==> config.mk <==
export PLATFORM = sky130hd
export DESIGN_NAME = bus_bridge_initiator_uart_link
export DESIGN_NICKNAME = d
export VERILOG_FILES = /design/src/rtl/bus_bridge_initiator_uart_link.sv
export SDC_FILE = /design/constraint.sdc
export NUM_CORES = 1
export LEC_CHECK = 0
export CORE_UTILIZATION = 43
export DETAILED_ROUTE_END_ITERATION = 7
export PLACE_DENSITY = 0.76
export REMOVE_ABC_BUFFERS = 1
export SYNTH_ARGS = -nofsm -noshare
export SYNTH_HDL_FRONTEND = slang
export SYNTH_SLANG_ARGS = --single-unit
export TNS_END_PERCENT = 50
==> constraint.sdc <==
create_clock -name clk -period 1.5 [get_ports clk]
set_input_delay 0.3 -clock clk [delete_from_list [all_inputs] [get_ports clk]]
set_output_delay 0.3 -clock clk [all_outputs]
set_load 0.005 [all_outputs]
==> src/rtl/bus_bridge_initiator_uart_link.sv <==
// Far end of the bridge serial link: 4-byte UART request frames -> valid/ready request port,
// response -> 2-byte UART frame. Optional inter-byte timeout under BRIDGE_FRAME_TIMEOUT_EN.
module bus_bridge_initiator_uart_link #(
  parameter int TIMEOUT_CYCLES = 50000
) (
  input  logic        clk,
  input  logic        rst_n,
  input  logic [7:0]  rx_byte,
  input  logic        rx_ready,
  output logic        rx_ready_clr,
  output logic [7:0]  tx_byte,
  output logic        tx_wr_en,
  input  logic        tx_busy,
  output logic        req_valid,
  input  logic        req_ready,
  output logic [15:0] req_addr,
  output logic [7:0]  req_wdata,
  output logic        req_is_write,
  input  logic        resp_valid,
  output logic        resp_ready,
  input  logic [7:0]  resp_rdata,
  input  logic        resp_is_write,
  output logic        frame_err,
  output logic [7:0]  frames_done
);
  typedef enum logic [2:0] {RX_B0, RX_B1, RX_B2, RX_B3, RX_HOLD, RX_WAIT_RESP} rx_state_t;
  typedef enum logic [2:0] {TX_IDLE, TX_SEND_DATA, TX_WAIT_DATA, TX_SEND_FLAGS, TX_WAIT_FLAGS} tx_state_t;

  rx_state_t rx_state, rx_next;
  tx_state_t tx_state, tx_next;
  logic       rx_fill, consume, timeout;
  logic       tx_busy_d, busy_fall, tx_done, resp_hs;
  logic [7:0] rdata_q;
  logic       is_write_q;

  assign rx_fill   = rx_state inside {RX_B0, RX_B1, RX_B2, RX_B3};
  // rx_ready_clr high means the uart has not yet dropped rx_ready for the last byte
  assign consume   = rx_fill && rx_ready && !rx_ready_clr;
  assign busy_fall = tx_busy_d && !tx_busy;
  assign tx_done   = (tx_state == TX_WAIT_FLAGS) && busy_fall;
  assign resp_hs   = (tx_state == TX_IDLE) && resp_valid && resp_ready;

  always_ff @(posedge clk or negedge rst_n)
    if (!rst_n) begin
      rx_state <= RX_B0;
      tx_state <= TX_IDLE;
    end else begin
      rx_state <= rx_next;
      tx_state <= tx_next;
    end

  always_comb begin
    rx_next = rx_state;
    case (rx_state)
      RX_B0:        if (consume) rx_next = RX_B1;
      RX_B1:        if (consume) rx_next = RX_B2;
      RX_B2:        if (consume) rx_next = RX_B3;
      RX_B3:        if (consume) rx_next = RX_HOLD;
      RX_HOLD:      if (req_valid && req_ready) rx_next = RX_WAIT_RESP;
      RX_WAIT_RESP: if (tx_done) rx_next = RX_B0;
      default:      rx_next = RX_B0;
    endcase
    if (timeout) rx_next = RX_B0;
  end

  always_comb begin
    tx_next = tx_state;
    case (tx_state)
      TX_IDLE:       if (resp_hs) tx_next = TX_SEND_DATA;
      TX_SEND_DATA:  if (!tx_busy) tx_next = TX_WAIT_DATA;
      TX_WAIT_DATA:  if (busy_fall) tx_next = TX_SEND_FLAGS;
      TX_SEND_FLAGS: if (!tx_busy) tx_next = TX_WAIT_FLAGS;
      TX_WAIT_FLAGS: if (busy_fall) tx_next = TX_IDLE;
      default:       tx_next = TX_IDLE;
    endcase
  end

  always_ff @(posedge clk or negedge rst_n)
    if (!rst_n) begin
      rx_ready_clr <= 1'b0;
      req_valid    <= 1'b0;
      req_addr     <= '0;
      req_wdata    <= '0;
      req_is_write <= 1'b0;
    end else begin
      rx_ready_clr <= consume;
      req_valid    <= (rx_next == RX_HOLD);
      if (consume)
        case (rx_state)
          RX_B0:   req_addr[7:0]  <= rx_byte;
          RX_B1:   req_addr[15:8] <= rx_byte;
          RX_B2:   req_wdata      <= rx_byte;
          RX_B3:   req_is_write   <= rx_byte[0];
          default: ;
        endcase
    end

  always_ff @(posedge clk or negedge rst_n)
    if (!rst_n) begin
      tx_byte     <= '0;
      tx_wr_en    <= 1'b0;
      tx_busy_d   <= 1'b0;
      resp_ready  <= 1'b0;
      rdata_q     <= '0;
      is_write_q  <= 1'b0;
      frames_done <= '0;
    end else begin
      tx_wr_en   <= 1'b0;
      tx_busy_d  <= tx_busy;
      resp_ready <= (tx_next == TX_IDLE);
      if (resp_hs) begin
        rdata_q    <= resp_rdata;
        is_write_q <= resp_is_write;
      end
      if (tx_state == TX_SEND_DATA && !tx_busy) begin
        tx_byte  <= rdata_q;
        tx_wr_en <= 1'b1;
      end
      if (tx_state == TX_SEND_FLAGS && !tx_busy) begin
        tx_byte  <= {7'b0, is_write_q};
        tx_wr_en <= 1'b1;
      end
      if (tx_done) frames_done <= frames_done + 8'd1;
    end

`ifdef BRIDGE_FRAME_TIMEOUT_EN
  localparam int CW = $clog2(TIMEOUT_CYCLES + 1);
  logic [CW-1:0] to_cnt;
  logic          counting;

  // byte0 may wait forever; only a started frame is subject to the idle limit
  assign counting = rx_state inside {RX_B1, RX_B2, RX_B3};
  assign timeout  = counting && !consume && (to_cnt == CW'(TIMEOUT_CYCLES - 1));

  always_ff @(posedge clk or negedge rst_n)
    if (!rst_n) begin
      to_cnt    <= '0;
      frame_err <= 1'b0;
    end else begin
      frame_err <= timeout;
      if (!counting || consume || timeout) to_cnt <= '0;
      else                                 to_cnt <= to_cnt + 1'b1;
    end
`else
  logic unused_timeout;
  assign unused_timeout = ^TIMEOUT_CYCLES;
  assign timeout        = 1'b0;
  assign frame_err      = 1'b0;
`endif
endmodule

==> impl_metrics.ini, run 1 <==
[power_and_ir_drop]
p_leak_uw = 0.00204
powerDensity_nw_per_um2 = 1930
peakVddDrop_uv = 1020

[synthesis]
yosys.area_share.simple = 0.123
synth_mux_area_frac = 0.162
synth_cell_types = 37
synth-compound-area-share = 0.0366
synth_top_family_by_area = multiplexers
seq_area_frac_synth = 0.612
syn_area_per_cell_um2 = 13.2
synth_cells = 189
synthesis.area_um2 = 2490
ys_ff_latch = 61
synth-xor-area-share = 0.0351
ys_warn_count = 0
synth_fa_ha_area_frac = 0.00502

[worst_setup_path]
startpoint_type = flop
cp_max_fo = 8
worstSetupPathType = flop to flop
crit_arrival_ns = 1.78
slowest_stage = or3b_4
critPathBufInv = 1
crit_chain = or3b_4 -> nor3_4 -> buf_12 -> mux2_4
critPathTopFamily = simple AND/OR/NAND/NOR gates
endpoint_kind = flop
rrSetupSlack_ns = -0.08
crit_required_ns = 1.70
critical_path.max_stage_delay_ns = 0.44

[cts]
clock-root-buffer = clkbuf_8
clk_pin_slew_ns = 0.07
cts_buffer_depth = 2
numClockSinks = 61
cts_tree = yes
numCtsBuffers = 9
insertion_delay_ns = 0.33
htreeDepth = 3

[detailed_routing]
drt_iter0_markers = 47
antenna_left = 0
drt_wl_total_mm = 5.43
wl_per_cell_um = 15.0
vias_per_cell = 4.88
vias = 1773
drcViolationCount = 0
firstDrtPassIters = 4

[global_route]
grt_pass1_vias = 1753
gr-total-overflow = 0
antenna_found_initial = 0
grt_pass1_wl_mm = 8.45
grt_max_degree = 62
grt_use_total = 0.185

[floorplanning]
dieArea_um2 = 6110
ios = 69
initial_core_util = 0.450
die_x_um = 78.2
chipHeight_um = 78.2
core-area_um2 = 5540
rows = 27

[timing]
finalSetupViolCount = 20
period_minus_slack_ns = 1.58
drv_slew = 0
finalClockSkew_ns = 0.0108
hold_viol_final = 0
fin_ws_ns = -0.0800
holdWs_ns = 0.465
max_freq_mhz = 633
finalCritPeriodShare = 1.05
rsz0062_at_grt = true

[flow_run]
max-cap-violations = 0

[layout]
nFillCells = 422
antenna_cells = 0
layoutNonFillerInstCount = 363
layout_commonest_cell = dfrtp_1
regArea_um2 = 1530
layout_common_cells = dfrtp_1, dlygate4sd2_1, nand2_1, clkdlybuf4s50_1, dlymetal6s2s_1
multiInputGateArea_um2 = 1020
nets = 310
layout-drive-gt1-share = 0.306
area_growth_pct = 53.7

[run_status]
status = finished with violations
violations = negative setup slack

[placement]
gp_congestion = 0.762
portBuffers = 67
dp_cells = 340
hpwl_mm = 3.50

[hold_path]
hold_class = flop to flop
-- cell families after synthesis --
group	Yosys count
xor gates and xnor gates	10
and+or+nand+nor	53
DFF	61
buffers and inverters	12
other	1
AOI/OAI and AO/OA	15
adders and majority gates	1
muxes	36
-- cell type report --
cell class / count / area share
sequential: 61 / 0.398
multi-input combinational: 116 / 0.266
timing repair buffer: 93 / 0.245
clock buffer: 12 / 0.0378
clock inverter: 4 / 0.0248
tap: 72 / 0.0235
inverter: 5 / 0.00489
-- worst paths after layout --
| check | to | from | depth (start not counted) |
|---|---|---|---|
| setup / recovery | req_addr[4]$_DFFE_PN0P_ | rx_ready_clr$_DFF_PN0_ | 4 |
| hold / removal | frames_done[7]$_DFFE_PN0P_ | frames_done[7]$_DFFE_PN0P_ | 1 |
| setup reg to reg | req_addr[4]$_DFFE_PN0P_ | rx_ready_clr$_DFF_PN0_ | 4 |
| hold reg to reg | frames_done[7]$_DFFE_PN0P_ | frames_done[7]$_DFFE_PN0P_ | 1 |
| max in group asynchronous | tx_state[0]$_DFF_PN0_ | rst_n | 3 |
| min in group asynchronous | rx_ready_clr$_DFF_PN0_ | rst_n | 3 |
-- sequential cells by signal, summed over array words and instances (netlist names) --
signal and count:
rx_ready_clr 1, is_write_q 1, resp_ready 1, req_valid 1, rdata_q 8, tx_state 3, req_is_write 1, req_wdata 8
tx_busy_d 1, tx_wr_en 1, tx_byte 8, rx_state 3, frames_done 8, req_addr 16
-- per-layer routing --
metal  vias up  wire, um  global-route usage
met5         -         0                   0
met4         0       127              0.0889
met3        10       215              0.0558
met2        45      2740               0.299
met1       865      2340               0.227
li1        853         -                   -
-- synth_stat cells --
library cell | count | area, um2
a211o_1 | 1 | 8.76
a211oi_1 | 1 | 7.51
a311oi_1 | 1 | 8.76
and3_1 | 1 | 6.26
and4b_1 | 1 | 10.0
buf_2 | 3 | 15.0
buf_4 | 1 | 7.51
buf_6 | 1 | 11.3
clkbuf_1 | 1 | 3.75
clkbuf_2 | 1 | 5.00
clkinv_1 | 1 | 3.75
conb_1 | 1 | 3.75
dfrtp_1 | 61 | 1530
ha_1 | 1 | 12.5
inv_1 | 4 | 15.0
mux2_1 | 1 | 11.3
mux2_2 | 34 | 383
mux2i_1 | 1 | 10.0
nand2_1 | 22 | 82.6
nand2b_1 | 2 | 12.5
nand3_1 | 3 | 15.0
nand3_2 | 1 | 10.0
nand3b_1 | 2 | 15.0
nand4_1 | 3 | 18.8
nor2_1 | 5 | 18.8
nor2b_1 | 2 | 12.5
nor3_1 | 5 | 25.0
nor3_4 | 2 | 32.5
nor4b_2 | 1 | 15.0
o21ai_0 | 10 | 50.1
o21bai_1 | 1 | 7.51
o31a_1 | 1 | 8.76
or3b_2 | 1 | 8.76
or3b_4 | 1 | 11.3
or4b_4 | 1 | 13.8
xnor2_1 | 4 | 35.0
xor2_1 | 6 | 52.6
-- worst reg2reg max path: stages (launching register included) --
cell and delay (ns):
dfrtp_1 0.38, or3b_4 0.44, nor3_4 0.17, buf_12 0.17, mux2_4 0.31
-- report_power, final --
part / internal [uW] / switching [uW]
Clock: 1150 / 607
Combinational: 1810 / 1030
Sequential: 2350 / 457
Total: 5310 / 2090
-- through the flow --
stage | total power, uW | setup TNS [ns] | util | worst slack, ns | area (um2)
6_report | 7400 | -1.04 | 0.692 | -0.0800 | 3830
3_5_place_dp | 5580 | -18.70 | 0.614 | -0.523 | 3400
5_1_grt | 7840 | -2.41 | 0.692 | -0.124 | 3830
3_3_place_gp | 5470 | -17.56 | 0.614 | -0.489 | 3400
4_1_cts | 7390 | -1.79 | 0.670 | -0.134 | 3710
2_1_floorplan | 3900 | -1.69 | - | -0.0741 | 2450
-- timing repair --
item / 4_1_cts / 5_1_grt
hold endpoints to repair: 61 / 0
gates resized for setup: 45 / 29
endpoints found under the setup margin: 51 / 65
setup buffers: 1 / 5
pin swaps: 2 / 5
hold buffers: 1 / 0
No activity file was read; power rests on OpenSTA's default activity.
==> run 2, diff against run 1 <==
CAP_MARGIN = 25   (was default)
==> results of run 2 <==
No change in the layout: final DEF, timing and power equal those of run 1.
